[src/rtl/hex_bridge_rx_if.sv]
// hex_bridge_rx_if: byte input, transaction output and error signals of the hex frame parser
interface hex_bridge_rx_if #(
  parameter int ADDR_WIDTH = 16,
  parameter int DATA_WIDTH = 16
);
  logic [7:0]            data_i;
  logic                  valid_i;
  logic [ADDR_WIDTH-1:0] addr_o;
  logic [DATA_WIDTH-1:0] data_o;
  logic                  rw_o;
  logic                  valid_o;
  logic                  ready_i;
  logic                  err_o;
  logic [1:0]            err_code_o;
  modport slave (input data_i, valid_i, ready_i, output addr_o, data_o, rw_o, valid_o, err_o, err_code_o);
  modport master(output data_i, valid_i, ready_i, input addr_o, data_o, rw_o, valid_o, err_o, err_code_o);
endinterface

[src/rtl/hex_bridge_rx.sv]
// hex_bridge_rx: parses "R<addr>\r\n" / "W<addr><data>\r\n" byte frames into registered bus transactions
module hex_bridge_rx #(
  parameter int ADDR_WIDTH     = 16,
  parameter int DATA_WIDTH     = 16,
  parameter int TIMEOUT_CYCLES = 0,
  parameter int ALLOW_LOWER    = 1
) (
  input logic           clk,
  input logic           rst,
  hex_bridge_rx_if.slave bus
);
  localparam int AD = ADDR_WIDTH / 4;
  localparam int DD = DATA_WIDTH / 4;
  localparam int MD = AD > DD ? AD : DD;
  localparam int CW = $clog2(MD + 1);
  localparam int TW = TIMEOUT_CYCLES > 1 ? $clog2(TIMEOUT_CYCLES + 1) : 1;
  typedef enum logic [2:0] {IDLE, ADDR, DATA, CR, LF} state_t;
  state_t                state_q, state_d;
  logic                  op_q, op_d;
  logic [ADDR_WIDTH-1:0] acc_a_q, acc_a_d, addr_q, addr_d;
  logic [DATA_WIDTH-1:0] acc_d_q, acc_d_d, data_q, data_d;
  logic [CW-1:0]         cnt_q, cnt_d;
  logic [TW-1:0]         tmo_q, tmo_d;
  logic                  rw_q, rw_d, valid_q, valid_d, err_q, err_d;
  logic [1:0]            code_q, code_d;
  logic [7:0]            b;
  logic [3:0]            nib;
  logic                  is_hex, is_op, last, done, perr, timeout, load;
  always_comb begin
    b       = bus.data_i;
    is_hex  = (b >= "0" && b <= "9") || (b >= "A" && b <= "F") || (ALLOW_LOWER != 0 && b >= "a" && b <= "f");
    nib     = (b <= "9") ? b[3:0] : b[3:0] + 4'd9;
    is_op   = b == "R" || b == "W";
    last    = int'(cnt_q) == ((state_q == DATA ? DD : AD) - 1);
    perr    = bus.valid_i && ((((state_q == ADDR) || (state_q == DATA)) && !is_hex) ||
              (state_q == CR && b != 8'h0D) || (state_q == LF && b != 8'h0A));
    timeout = TIMEOUT_CYCLES != 0 && state_q != IDLE && !bus.valid_i && int'(tmo_q) == TIMEOUT_CYCLES - 1;
    state_d = state_q;
    op_d    = op_q;
    acc_a_d = acc_a_q;
    acc_d_d = acc_d_q;
    cnt_d   = cnt_q;
    done    = 1'b0;
    if (bus.valid_i) begin
      case (state_q)
        ADDR: if (is_hex) begin
          acc_a_d = (acc_a_q << 4) | ADDR_WIDTH'(nib);
          cnt_d   = last ? '0 : cnt_q + CW'(1);
          state_d = !last ? ADDR : op_q ? DATA : CR;
        end
        DATA: if (is_hex) begin
          acc_d_d = (acc_d_q << 4) | DATA_WIDTH'(nib);
          cnt_d   = last ? '0 : cnt_q + CW'(1);
          state_d = last ? CR : DATA;
        end
        CR: if (b == 8'h0D) state_d = LF;
        LF: if (b == 8'h0A) begin
          done    = 1'b1;
          state_d = IDLE;
        end
        default: ;
      endcase
      if (perr) state_d = IDLE;
      // an 'R'/'W' arriving in IDLE or as the offending byte opens a fresh frame
      if ((state_q == IDLE || perr) && is_op) begin
        state_d = ADDR;
        op_d    = b == "W";
        acc_a_d = '0;
        acc_d_d = '0;
        cnt_d   = '0;
      end
    end else if (timeout) state_d = IDLE;
    load    = done && (!valid_q || bus.ready_i);
    valid_d = load || (valid_q && !bus.ready_i);
    addr_d  = load ? acc_a_q : addr_q;
    data_d  = load ? (op_q ? acc_d_q : '0) : data_q;
    rw_d    = load ? op_q : rw_q;
    err_d   = perr || timeout || (done && !load);
    code_d  = (done && !load) ? 2'd3 : timeout ? 2'd2 : (state_q == CR || state_q == LF) ? 2'd1 : 2'd0;
    tmo_d   = (TIMEOUT_CYCLES == 0 || bus.valid_i || state_q == IDLE || timeout) ? '0 : tmo_q + TW'(1);
  end
  always_ff @(posedge clk or posedge rst) begin
    if (rst) begin
      state_q <= IDLE;
      op_q    <= 1'b0;
      acc_a_q <= '0;
      acc_d_q <= '0;
      cnt_q   <= '0;
      tmo_q   <= '0;
      addr_q  <= '0;
      data_q  <= '0;
      rw_q    <= 1'b0;
      valid_q <= 1'b0;
      err_q   <= 1'b0;
      code_q  <= 2'd0;
    end else begin
      state_q <= state_d;
      op_q    <= op_d;
      acc_a_q <= acc_a_d;
      acc_d_q <= acc_d_d;
      cnt_q   <= cnt_d;
      tmo_q   <= tmo_d;
      addr_q  <= addr_d;
      data_q  <= data_d;
      rw_q    <= rw_d;
      valid_q <= valid_d;
      err_q   <= err_d;
      code_q  <= code_d;
    end
  end
  assign bus.addr_o     = addr_q;
  assign bus.data_o     = data_q;
  assign bus.rw_o       = rw_q;
  assign bus.valid_o    = valid_q;
  assign bus.err_o      = err_q;
  assign bus.err_code_o = code_q;
endmodule
[src/flat_wrapper.sv]
// flat-port wrapper written by rule: the top's interface ports become plain ports
module hex_bridge_rx_flat 
#(
  parameter int ADDR_WIDTH     = 16,
  parameter int DATA_WIDTH     = 16,
  parameter int TIMEOUT_CYCLES = 0,
  parameter int ALLOW_LOWER    = 1
)
  (clk, rst, bus_data_i, bus_valid_i, bus_ready_i, bus_addr_o, bus_data_o, bus_rw_o, bus_valid_o, bus_err_o, bus_err_code_o);
  hex_bridge_rx_if #(.ADDR_WIDTH(ADDR_WIDTH), .DATA_WIDTH(DATA_WIDTH)) bus_i ();
  input logic clk;
  input logic rst;
  input wire logic [$bits(bus_i.data_i)-1:0] bus_data_i;
  input wire logic [$bits(bus_i.valid_i)-1:0] bus_valid_i;
  input wire logic [$bits(bus_i.ready_i)-1:0] bus_ready_i;
  output wire logic [$bits(bus_i.addr_o)-1:0] bus_addr_o;
  output wire logic [$bits(bus_i.data_o)-1:0] bus_data_o;
  output wire logic [$bits(bus_i.rw_o)-1:0] bus_rw_o;
  output wire logic [$bits(bus_i.valid_o)-1:0] bus_valid_o;
  output wire logic [$bits(bus_i.err_o)-1:0] bus_err_o;
  output wire logic [$bits(bus_i.err_code_o)-1:0] bus_err_code_o;
  assign bus_i.data_i = bus_data_i;
  assign bus_i.valid_i = bus_valid_i;
  assign bus_i.ready_i = bus_ready_i;
  assign bus_addr_o = bus_i.addr_o;
  assign bus_data_o = bus_i.data_o;
  assign bus_rw_o = bus_i.rw_o;
  assign bus_valid_o = bus_i.valid_o;
  assign bus_err_o = bus_i.err_o;
  assign bus_err_code_o = bus_i.err_code_o;
  hex_bridge_rx #(.ADDR_WIDTH(ADDR_WIDTH), .DATA_WIDTH(DATA_WIDTH), .TIMEOUT_CYCLES(TIMEOUT_CYCLES), .ALLOW_LOWER(ALLOW_LOWER)) u_core (.clk(clk), .rst(rst), .bus(bus_i));
endmodule
[config.mk]
export PLATFORM = sky130hd
export DESIGN_NAME = hex_bridge_rx_flat
export DESIGN_NICKNAME = d
export VERILOG_FILES = /design/src/rtl/hex_bridge_rx_if.sv /design/src/rtl/hex_bridge_rx.sv /design/src/flat_wrapper.sv
export SDC_FILE = /design/constraint.sdc
export NUM_CORES = 1
export LEC_CHECK = 0
export BUFFER_PORTS_ARGS = -buffer_cell sky130_fd_sc_hd__buf_2
export CAP_MARGIN = 20
export CORE_ASPECT_RATIO = 1.25
export CORE_MARGIN = 2
export CORE_UTILIZATION = 53
export DETAILED_ROUTE_END_ITERATION = 8
export GPL_TIMING_DRIVEN = 1
export PLACE_DENSITY = 0.85
export REMOVE_ABC_BUFFERS = 1
export SLEW_MARGIN = 10
export SYNTH_ARGS = -nofsm -noshare
export SYNTH_HDL_FRONTEND = slang
export SYNTH_SLANG_ARGS = --single-unit
[constraint.sdc]
create_clock -name clk -period 5.05 [get_ports clk]
set_input_delay 0.2525 -clock clk [delete_from_list [all_inputs] [get_ports clk]]
set_output_delay 0.2525 -clock clk [all_outputs]
set_load 0.1 [all_outputs]
==> impl_results.md, run 1 <==
* Result of the run: finished clean
* Top fanout value on the critical path at 18
* CTS root buf: sky130_fd_sc_hd__clkbuf_8
* Top FF cell, synth: sky130_fd_sc_hd__dfrtp_1
* Part of the cycle the worst path needs at 0.462
* Gate count after technology mapping at 320
* Routed wire length at 6.76 mm
* TritonCTS clock tree: yes
* Yosys Warn Count at 0
* Count of different cell masters after synthesis at 56
* Worst EP arrival at 2.52 ns
* Highest-count cells in the layout ignoring fill and taps: sky130_fd_sc_hd__dfrtp_1, sky130_fd_sc_hd__nand2_1, sky130_fd_sc_hd__buf_2
* Number of top-level pins at 49
* Post-CTS sizing at 0
* Via count at 2542
* Number of nets in the finished design at 378
* Final clock skew at 0.00876 ns
* Routed metal-1 wirelength at 2.87 mm
* Final Wtd Congestion at 0.925
* Yosys reg bits at 76
* Overall die area at 0.00724 mm^2
* Detailed-placement wirelength estimate at 4.61 mm
* Final Critical Period at 2.33 ns
* Wire length on met2 at 3.42 mm
* Layout area overhead at 12.6%
* Number of cells in the design after placement at 437
* Clock tree buffer depth at 2
* Total track usage at 0.202
* Layout cells sized above 1 at 0.227
* Setup CP Type: reg2reg
* Worst Tran Pin Value at 0.932 ns
* Placeable Area at 0.00644 mm^2
* Insertion delay of the later-clocked pin in the worst-skew pair at 0.34 ns
* Average size of a mapped cell at 10.9 um^2
* Most frequent standard cell in the layout excluding fill and tap cells: sky130_fd_sc_hd__dfrtp_1
* Initial antenna violation count at 0
* Number of setup buffers added after CTS at 0
* Antenna-violating nets left at 0
* Final Setup Violations at 0
* Clock-pin slew on the worst setup and hold paths at 0.08 ns
* Unrepaired setup endpoints after global routing: false
* Non-filler instance count after layout at 453
* Die extent in y at 94.6 um
* Count of pins over their slew limit at 0
* Post-Syn Area at 0.00348 mm^2
* Critical path endpoint category: flip-flop
* Post-CTS Hold Fix Bufs at 0
* Highest metal layer with signal wires: met4
* Launching element type of the critical path: flip-flop
* GRT overflow at 0
* H-tree lvl count at 3
* Sum of negative setup slack at 0 ns
* Count of maximum capacitance violations at 0
* Maximum resistive drop on vdd at 218 uV
* Max transition margin at 0.379
* Starting DRT DRC Count at 170
* Max Clock Freq at 429 MHz
* Post-synthesis async set-or-reset flop share at 1.00
* Number of global-route vias before repair at 2468
* Hold Vio Cnt, Final at 0
* Initial DRT Pass Iterations at 5
* Leakage power of the design at 1.98 nW
* Part of the Yosys area used for sequential elements at 0.546
* IO buf count at 48
* Number of fill cells in the layout at 546
* Largest net degree at the start of global routing at 77
* Detailed-route wire length per cell at 14.9 um
* TritonCTS Buffers at 9
* Met3 WL at 368 um
* DRC violations left at 0
* Wire length of the first global-routing pass at 11.6 mm
* Num rows at 33
* N_diodes at 0
* Worst min-delay path class: in2async
* Num Clock Sinks at 76
* Power density of the placed cells at 369 mW/mm^2
* Starting density of the core at 0.541
* Required time of the worst setup path at 5.24 ns
* EDFF count, synth at 0
* Die W at 76.5 um
* Via density per instance at 5.61
cell type report:
| cell class | instances | area [um^2] | area share |
|---|---|---|---|
| inverter | 9 | 33.8 | 0.00862 |
| sequential | 76 | 1900 | 0.485 |
| tap | 87 | 109 | 0.0278 |
| clock buffer | 12 | 145 | 0.0370 |
| clock inverter | 4 | 48.8 | 0.0124 |
| timing repair buffer | 49 | 248 | 0.0632 |
| multi-input combinational | 216 | 1440 | 0.366 |
sequential cells by signal, indices dropped and copies added, names as in the netlist:
name and flops:
u_core.bus.valid_o 1, u_core.acc_a_q 16, u_core.cnt_q 3, u_core.acc_d_q 16, u_core.bus.addr_o 16, u_core.state_q 3
u_core.bus.err_o 1, u_core.bus.data_o 16, u_core.op_q 1, u_core.bus.err_code_o 2, u_core.bus.rw_o 1
critical path, stage by stage, from the launching register on:
cell                       delay, ns
sky130_fd_sc_hd__dfrtp_1        0.48
sky130_fd_sc_hd__nand2b_1       0.22
sky130_fd_sc_hd__a21oi_1        0.32
sky130_fd_sc_hd__a21boi_2       0.30
sky130_fd_sc_hd__o311a_1        0.67
sky130_fd_sc_hd__o22ai_2        0.18
path summary, 6_finish.rpt:
path	cells after the start	slack, ns	to	startpoint
hold reg to reg	2	0.48	u_core.bus.data_o[5]$_DFFE_PP0P_	u_core.bus.data_o[5]$_DFFE_PP0P_
setup / recovery	5	2.72	u_core.acc_d_q[1]$_DFFE_PP0P_	u_core.state_q[0]$_DFFE_PP0P_
setup reg to reg	5	2.72	u_core.acc_d_q[1]$_DFFE_PP0P_	u_core.state_q[0]$_DFFE_PP0P_
min in group clk	3	0.25	u_core.op_q$_DFFE_PP0P_	bus_data_i[4]
max in group asynchronous	3	4.28	u_core.bus.data_o[8]$_DFFE_PP0P_	rst
hold / removal	3	0.20	u_core.bus.data_o[2]$_DFFE_PP0P_	rst
metal layers:
metal / up-vias / global-route usage
met4: 0 / 0.0758
met3: 11 / 0.0488
li1: 1207 / -
met5: - / 0
met1: 1239 / 0.263
met2: 85 / 0.333
cell usage after synthesis (all sizes together) (4+ instances only):
cell	number	area share
nor2	7	0.0075
clkbuf	8	0.0086
a31oi	5	0.0090
o21ai	31	0.048
buf	11	0.024
nor2b	5	0.0090
nand2b	8	0.014
nand2	65	0.070
nand3	4	0.0072
a22o	12	0.030
ha	5	0.018
and3	5	0.010
o22ai	4	0.013
dfrtp	76	0.55
inv	9	0.0097
mux2	17	0.055
logic make-up (layout without fill, tap and decap cells):
group                    count (synthesis)  count (layout)  synth area share
AO/OA/AOI/OAI                           78              78             0.169
XOR/XNOR                                 3               3           0.00754
adder cells (fa/ha/maj)                  5               5            0.0180
buffers and inverters                   28              74            0.0427
flip-flops                              76              76             0.546
multiplexers                            19              19            0.0607
AND/OR/NAND/NOR                        111             111             0.156
where the power goes:
| group | total [mW] | switching [mW] | leakage, nW | internal, mW |
|---|---|---|---|---|
| Clock | 0.454 | 0.213 | 0.100 | 0.241 |
| Combinational | 0.267 | 0.164 | 0.837 | 0.103 |
| Sequential | 0.727 | 0.0613 | 1.05 | 0.666 |
metrics by stage:
stage           util  cell area, um^2  setup WS, ns  hold slack (ns)  total power, mW
6_report       0.609             3920          2.72            0.197             1.45
5_1_grt        0.609             3920          2.51            0.264             1.52
4_1_cts        0.609             3920          2.74            0.218             1.45
3_5_place_dp   0.579             3730          2.51            0.465             1.00
3_3_place_gp   0.579             3730          2.59            0.463            0.990
2_1_floorplan      -             3370          2.45            0.404            0.932
Power figures use the tool's default switching activity.
==> run 2: changes to the inputs <==
CORE_UTILIZATION = 51   (was 53)
clock period = 2.14 ns   (was 5.05 ns; I/O delays follow)
==> run 2 against run 1 <==
Against the previous run:
- design area increased by 2.5%
- sequential power grew 130%
- clock-buffer cell count increased by 1
- first-iteration DRC count up 43%
- setup slack got worse by 2.6 ns
- register-to-register slack worse by 2.6 ns
- combinational power grew to 2.6 times the previous value
- maximum frequency rose by 17%
- via count decreased by 0.79%
- wire length increased by 0.98%
- sequential share of layout area is 1.2 points lower
- largest cell class unchanged
==> impl_results.md, run 2 (synthesis gave the netlist of run 1 again) <==
* Result of the run: finished clean
* Detailed-placement wirelength estimate at 4.95 mm (+7.5%)
* IO buf count at 48 (unchanged)
* Via count at 2522 (-0.79%)
* TritonCTS clock tree: yes
* Timing startpoint of the critical path: u_core.state_q[0]$_DFFE_PP0P_
* Routed wire length at 6.82 mm (+0.98%)
* Largest net degree at the start of global routing at 55 (-29%)
* Detailed-route wire length per cell at 14.7 um (-1.4%)
* DRC violations left at 0 (unchanged)
* Number of nets in the finished design at 390 (+3.2%)
* Leakage power of the design at 2.05 nW (+3.2%)
* Cell depth of the worst flop-to-flop path at 6 (+1)
* Worst Tran Pin Value at 0.500 ns (-0.432 ns)
* Required time of the worst setup path at 2.41 ns (-2.83 ns)
* Setup CP Type: reg2reg
* Slack of the critical path at 0.153 ns (-2.57 ns)
* Final Wtd Congestion at 0.895 (-3.2%)
* Worst R2R Setup Slack at 0.15 ns (-2.57 ns)
* Number of top-level pins at 49 (unchanged)
* Overall die area at 0.00751 mm^2 (+3.7%)
* Num rows at 33 (unchanged)
* Clock-pin slew on the worst setup and hold paths at 0.07 ns (about the same)
* Final clock skew at 0.00946 ns (+0.000700 ns)
* Layout cells sized above 1 at 0.249 (+0.0226)
* Final Critical Period at 1.99 ns (-0.344 ns)
* Worst slack after detailed placement at 0.0841 ns (-2.43 ns)
* Hold-critical path depth at 3
* Worst EP arrival at 2.26 ns (-0.26 ns)
* TritonCTS Buffers at 9 (unchanged)
* Worst min-delay path class: in2reg
* Startpoint of the most critical hold path: bus_data_i[4]
* Die extent in y at 96.4 um (+1.9%)
* GRT overflow at 0 (unchanged)
* Final Setup Violations at 0 (unchanged)
* Starting DRT DRC Count at 243 (+43%)
* Insertion delay of the later-clocked pin in the worst-skew pair at 0.34 ns (about the same)
* Maximum resistive drop on vdd at 366 uV (+68%)
* Highest-count cells in the layout ignoring fill and taps: sky130_fd_sc_hd__dfrtp_1, sky130_fd_sc_hd__nand2_1, sky130_fd_sc_hd__buf_2
* Count of maximum capacitance violations at 0 (unchanged)
* Launching element type of the critical path: flip-flop
* Hold worst-path end: u_core.op_q$_DFFE_PP0P_
* Placeable Area at 0.00661 mm^2 (+2.6%)
* Initial DRT Pass Iterations at 4 (-1)
* Wire length of the first global-routing pass at 11.4 mm (-1.3%)
* Hold Vio Cnt, Final at 0 (unchanged)
* Number of setup buffers added after CTS at 0 (unchanged)
* H-tree lvl count at 3 (unchanged)
* Via density per instance at 5.44 (-3.1%)
* Starting density of the core at 0.527 (-0.0135)
* Clock tree buffer depth at 2 (unchanged)
* Number of global-route vias before repair at 2421 (-1.9%)
* Die W at 77.9 um (+1.8%)
* Initial antenna violation count at 0 (unchanged)
* Util after Layout at 0.608 (about the same)
* Layout area overhead at 15.4%
* Origin of the critical flop-to-flop path: u_core.state_q[0]$_DFFE_PP0P_
* Unrepaired setup endpoints after global routing: false
* Total track usage at 0.195 (-0.00715)
* CTS root buf: sky130_fd_sc_hd__clkbuf_8
* Max Clock Freq at 503 MHz (+17%)
* Power density of the placed cells at 832 mW/mm^2 (+130%)
* N_diodes at 0 (unchanged)
* R2r endpoint: u_core.acc_a_q[6]$_DFFE_PP0P_
* Max transition margin at 0.666 (+0.287)
* Count of pins over their slew limit at 0 (unchanged)
* Critical path endpoint category: flip-flop
* Top fanout value on the critical path at 16 (-2)
* Num Clock Sinks at 76 (unchanged)
* Antenna-violating nets left at 0 (unchanged)
* Min Hold Slack at 0.0873 ns (-0.110 ns)
* Part of the cycle the worst path needs at 0.929 (+0.467)
* Most frequent standard cell in the layout excluding fill and tap cells: sky130_fd_sc_hd__dfrtp_1
## run 2: changes by cell type in the layout (fill, tap and decap cells not counted), sizes merged
cell | previous run | this run
buf | 49 | 60
clkbuf | 12 | 13
dlygate4sd3 | 0 | 1
clkinv | 3 | 2
bufinv | 1 | 0
## run 2: worst max-delay path by stage
stage | slack [ns] | end | depth (start not counted)
floorplan | -0.46 | u_core.bus.addr_o[10]$_DFFE_PP0P_ | 3
global placement | 0.13 | u_core.acc_d_q[1]$_DFFE_PP0P_ | 9
detailed placement | 0.08 | u_core.acc_d_q[1]$_DFFE_PP0P_ | 9
CTS | 0.10 | u_core.cnt_q[1]$_DFFE_PP0P_ | 5
global route | 0.007 | u_core.acc_d_q[1]$_DFFE_PP0P_ | 6
finish | 0.15 | u_core.acc_a_q[6]$_DFFE_PP0P_ | 6
## run 2: report_power, final
group          total (mW)  switching (mW)  internal, mW  leakage (nW)
clock               0.947           0.472         0.475        0.0893
combinational       0.702           0.427         0.275         0.911
sequential           1.69           0.123          1.57          1.05
## run 2: metal layers
metal,vias up,global-route usage,part of all wire,wire length (um)
li1,1223,-,-,-
met1,1211,0.241,0.43,2910
met2,68,0.330,0.50,3440
met4,0,0.0848,0.027,187
met3,20,0.0465,0.043,294
met5,-,0,0,0
## run 2: cell type report
type | count | area, um^2
fill | 566 | 2590
sequential | 76 | 1900
multi-input combinational | 216 | 1440
timing repair buffer | 61 | 365
clock buffer | 13 | 159
tap | 87 | 109
inverter | 9 | 33.8
clock inverter | 2 | 10.0
## run 2: per-stage QoR
step                      instances  setup TNS (ns)  power [mW]  instance area (um^2)
final                           464               0        3.34                  4020
after global routing            464               0        3.54                  4020
after CTS                       464               0        3.35                  4010
after detailed placement        448               0        2.41                  3830
after global placement          448               0        2.38                  3830
after floorplan                 301          -12.00        2.20                  3370
## run 2: repair_timing
action | CTS | global route
endpoints found under the setup margin | 0 | 1
hold buffers | 1 | 0
endpoints found under the hold margin | 22 | 0
resized for setup | 0 | 1
## run 2: worst max-delay path, stage by stage, from the launching register on
cell	delay, ns
sky130_fd_sc_hd__dfrtp_1	0.45
sky130_fd_sc_hd__buf_4	0.18
sky130_fd_sc_hd__nand3b_1	0.16
sky130_fd_sc_hd__o22ai_1	0.15
sky130_fd_sc_hd__o31a_1	0.34
sky130_fd_sc_hd__o21ai_4	0.42
sky130_fd_sc_hd__a22o_1	0.22
==> run 3: changes to the inputs <==
CELL_PAD_IN_SITES_DETAIL_PLACEMENT = 0   (was unset)
CELL_PAD_IN_SITES_GLOBAL_PLACEMENT = 1   (was unset)
CORE_UTILIZATION = 40   (was 51)
==> run 3 against run 2 <==
Against the previous run:
- critical path depth stayed put
- register-to-register slack worse by 0.02 ns
- sequential share of layout area is 0.75 points lower
- global-route usage is 3.6 points lower
- maximum frequency is 0.82% lower
- wire length is 1.8% higher
- setup slack worse by 0.016 ns
- total power is 6.4% higher
- clock power is 24% higher
- worst hold slack better by 0.015 ns
- first-iteration DRC count is 33% lower
==> impl_results.md, run 3 (synthesis gave the netlist of run 1 again) <==
* Antenna-violating nets left at 0 (unchanged)
* Cell mode on critical path: sky130_fd_sc_hd__nor3_1
* Timing startpoint of the critical path: u_core.state_q[1]$_DFFE_PP0P_
* Number of global-route vias before repair at 2480 (+2.4%)
* Number of top-level pins at 49 (unchanged)
* Unrepaired setup endpoints after global routing: false
* Required time of the worst setup path at 2.37 ns (-0.04 ns)
* Final Wtd Congestion at 0.785 (-12%)
* Area of all placed cells without fillers at 0.00409 mm^2 (+1.7%)
* Portion of total power attributed to the clock network at 0.328 (+0.045)
* Clock-pin slew on the worst setup and hold paths at 0.07 ns (about the same)
* Routed wire length at 6.95 mm (+1.8%)
* Hold Vio Cnt, Final at 0 (unchanged)
* Final clock skew at 0.00744 ns (-0.00203 ns)
* Detailed-placement wirelength estimate at 4.81 mm (-2.9%)
* Overall power of the completed layout at 3.56 mW (+6.4%)
* Via density per instance at 5.18 (-4.6%)
* Count of pins over their slew limit at 0 (unchanged)
* Cell Area, Placed at 0.00385 mm^2 (+0.36%)
* Number of setup buffers added after CTS at 0 (unchanged)
* Num Clock Sinks at 76 (unchanged)
* R2r endpoint: u_core.cnt_q[1]$_DFFE_PP0P_
* Number of fill cells in the layout at 805 (+42%)
* Starting DRT DRC Count at 162 (-33%)
* Starting density of the core at 0.407 (-0.120)
* CTS root buf: sky130_fd_sc_hd__clkbuf_8
* Internal Power at 2.51 mW (+8.0%)
* Detailed-route wire length per cell at 14.6 um (-0.72%)
* Leakage power of the design at 2.06 nW (+0.49%)
* Sequential share of power at 0.479 (-0.028)
* Final Setup Violations at 0 (unchanged)
* TritonCTS clock tree: yes
* Largest net degree at the start of global routing at 77 (+40%)
* Termination of the worst setup path: u_core.cnt_q[1]$_DFFE_PP0P_
* Number of nets in the finished design at 388 (-0.51%)
* Number of cells in the design after placement at 459 (+2.5%)
* Launching element type of the critical path: flip-flop
* Total track usage at 0.159 (-0.0362)
* Most frequent standard cell in the layout excluding fill and tap cells: sky130_fd_sc_hd__dfrtp_1
* Critical-path cell with the highest stage delay: sky130_fd_sc_hd__dfrtp_1
* CP peak stage delay at 0.49 ns (+0.04 ns)
* Num rows at 38 (+15%)
* Initial DRT Pass Iterations at 4 (unchanged)
* Insertion delay of the later-clocked pin in the worst-skew pair at 0.34 ns (about the same)
* Clock tree buffer depth at 2 (unchanged)
* Max transition margin at 0.675 (+0.00841)
* Sum of negative setup slack at 0 ns (unchanged)
* Net switching fraction of the power at 0.295 (-0.0104)
* Wire length of the first global-routing pass at 11.8 mm (+3.2%)
* Worst Tran Pin Value at 0.491 ns (-0.00851 ns)
* Cell Chain, Critical Path: or2_2, o22ai_1, nor3_1, nor3_1, buf_4, mux2_2
* Overall die area at 0.00948 mm^2 (+26%)
* Top fanout value on the critical path at 11 (-5)
* Setup CP Type: reg2reg
* Die extent in y at 108 um (+12%)
* Part of the cycle the worst path needs at 0.936 (+0.00771)
* Slack of the critical path at 0.136 ns (-0.0165 ns)
* Worst EP arrival at 2.24 ns (-0.02 ns)
* DRC violations left at 0 (unchanged)
* Worst min-delay path class: in2reg
* Non-filler instance count after layout at 476 (+2.6%)
* Max Clock Freq at 499 MHz (-0.82%)
* Final Critical Period at 2.00 ns (+0.0165 ns)
* Initial antenna violation count at 0 (unchanged)
* Via count at 2467 (-2.2%)
* Placeable Area at 0.00856 mm^2 (+30%)
* Util after Layout at 0.477 (-0.131)
* Maximum resistive drop on vdd at 328 uV (-11%)
* N_diodes at 0 (unchanged)
* Cell depth of the worst flop-to-flop path at 6 (unchanged)
* IO buf count at 48 (unchanged)
* Logic gate share of total power at 0.193 (-0.017)
* Origin of the critical flop-to-flop path: u_core.state_q[1]$_DFFE_PP0P_
* Worst slack after detailed placement at 0.0946 ns (+0.0105 ns)
* GRT overflow at 0 (unchanged)
* Die W at 87.5 um (+12%)
* TritonCTS Buffers at 9 (unchanged)
* Min Hold Slack at 0.102 ns (+0.0149 ns)
* Count of maximum capacitance violations at 0 (unchanged)
* Hold-critical path depth at 3 (unchanged)
* Power density of the placed cells at 871 mW/mm^2 (+4.7%)
* Worst R2R Setup Slack at 0.14 ns (-0.02 ns)
* Layout area overhead at 17.3%
* Highest-count cells in the layout ignoring fill and taps: sky130_fd_sc_hd__dfrtp_1, sky130_fd_sc_hd__nand2_1, sky130_fd_sc_hd__buf_2
* Result of the run: finished clean
* Critical path endpoint category: flip-flop
* Layout cells sized above 1 at 0.255 (+0.00598)
* H-tree lvl count at 3 (unchanged)
* Net switching power figure at 1.05 mW (+2.8%)
## run 3: power by group through the flow
stage	combinational (mW)	clock [mW]	sequential, mW
2_1_floorplan	0.427	0	1.77
3_3_place_gp	0.663	0	1.73
3_5_place_dp	0.682	0	1.73
4_1_cts	0.686	1.20	1.70
5_1_grt	0.769	1.26	1.73
6_report	0.686	1.17	1.71
## run 3: layer usage
metal  part of all wire  global-route usage
met1               0.44               0.212
met2               0.51               0.253
met3              0.035              0.0328
met4              0.012              0.0615
met5                  0                   0
## run 3: layout make-up
type | count | area [um^2] | share of cell area
well taps | 100 | 125 | 0.0306
multi-input cells | 216 | 1440 | 0.352
repair buffers | 59 | 363 | 0.0888
flip-flops and latches | 76 | 1900 | 0.466
clock buffers | 13 | 179 | 0.0438
inverters | 9 | 33.8 | 0.00827
clock inverters | 3 | 42.5 | 0.0104
## run 3: how the worst min path moves through the flow
stage,from,to,slack (ns)
2_1_floorplan,bus_data_i[4],u_core.op_q$_DFFE_PP0P_,0.26
3_3_place_gp,rst,u_core.bus.data_o[6]$_DFFE_PP0P_,0.22
3_5_place_dp,rst,u_core.bus.data_o[2]$_DFFE_PP0P_,0.23
4_1_cts,bus_data_i[4],u_core.op_q$_DFFE_PP0P_,0.08
5_1_grt,bus_data_i[4],u_core.op_q$_DFFE_PP0P_,0.13
6_report,bus_data_i[4],u_core.op_q$_DFFE_PP0P_,0.10
## run 3: repair_timing
action                     4_1_cts  5_1_grt
gates resized for setup          0        2
hold endpoints to repair        76        0
setup endpoints to repair        0        1
hold buffers                     1        0
## run 3: worst max-delay path, delay by kind of cell (launching register included)
kind | cells | cell delay (ns)
and+or+nand+nor | 3 | 0.65
DFF | 1 | 0.49
buffers and inverters | 1 | 0.16
AOI/OAI and AO/OA | 1 | 0.27
muxes | 1 | 0.32
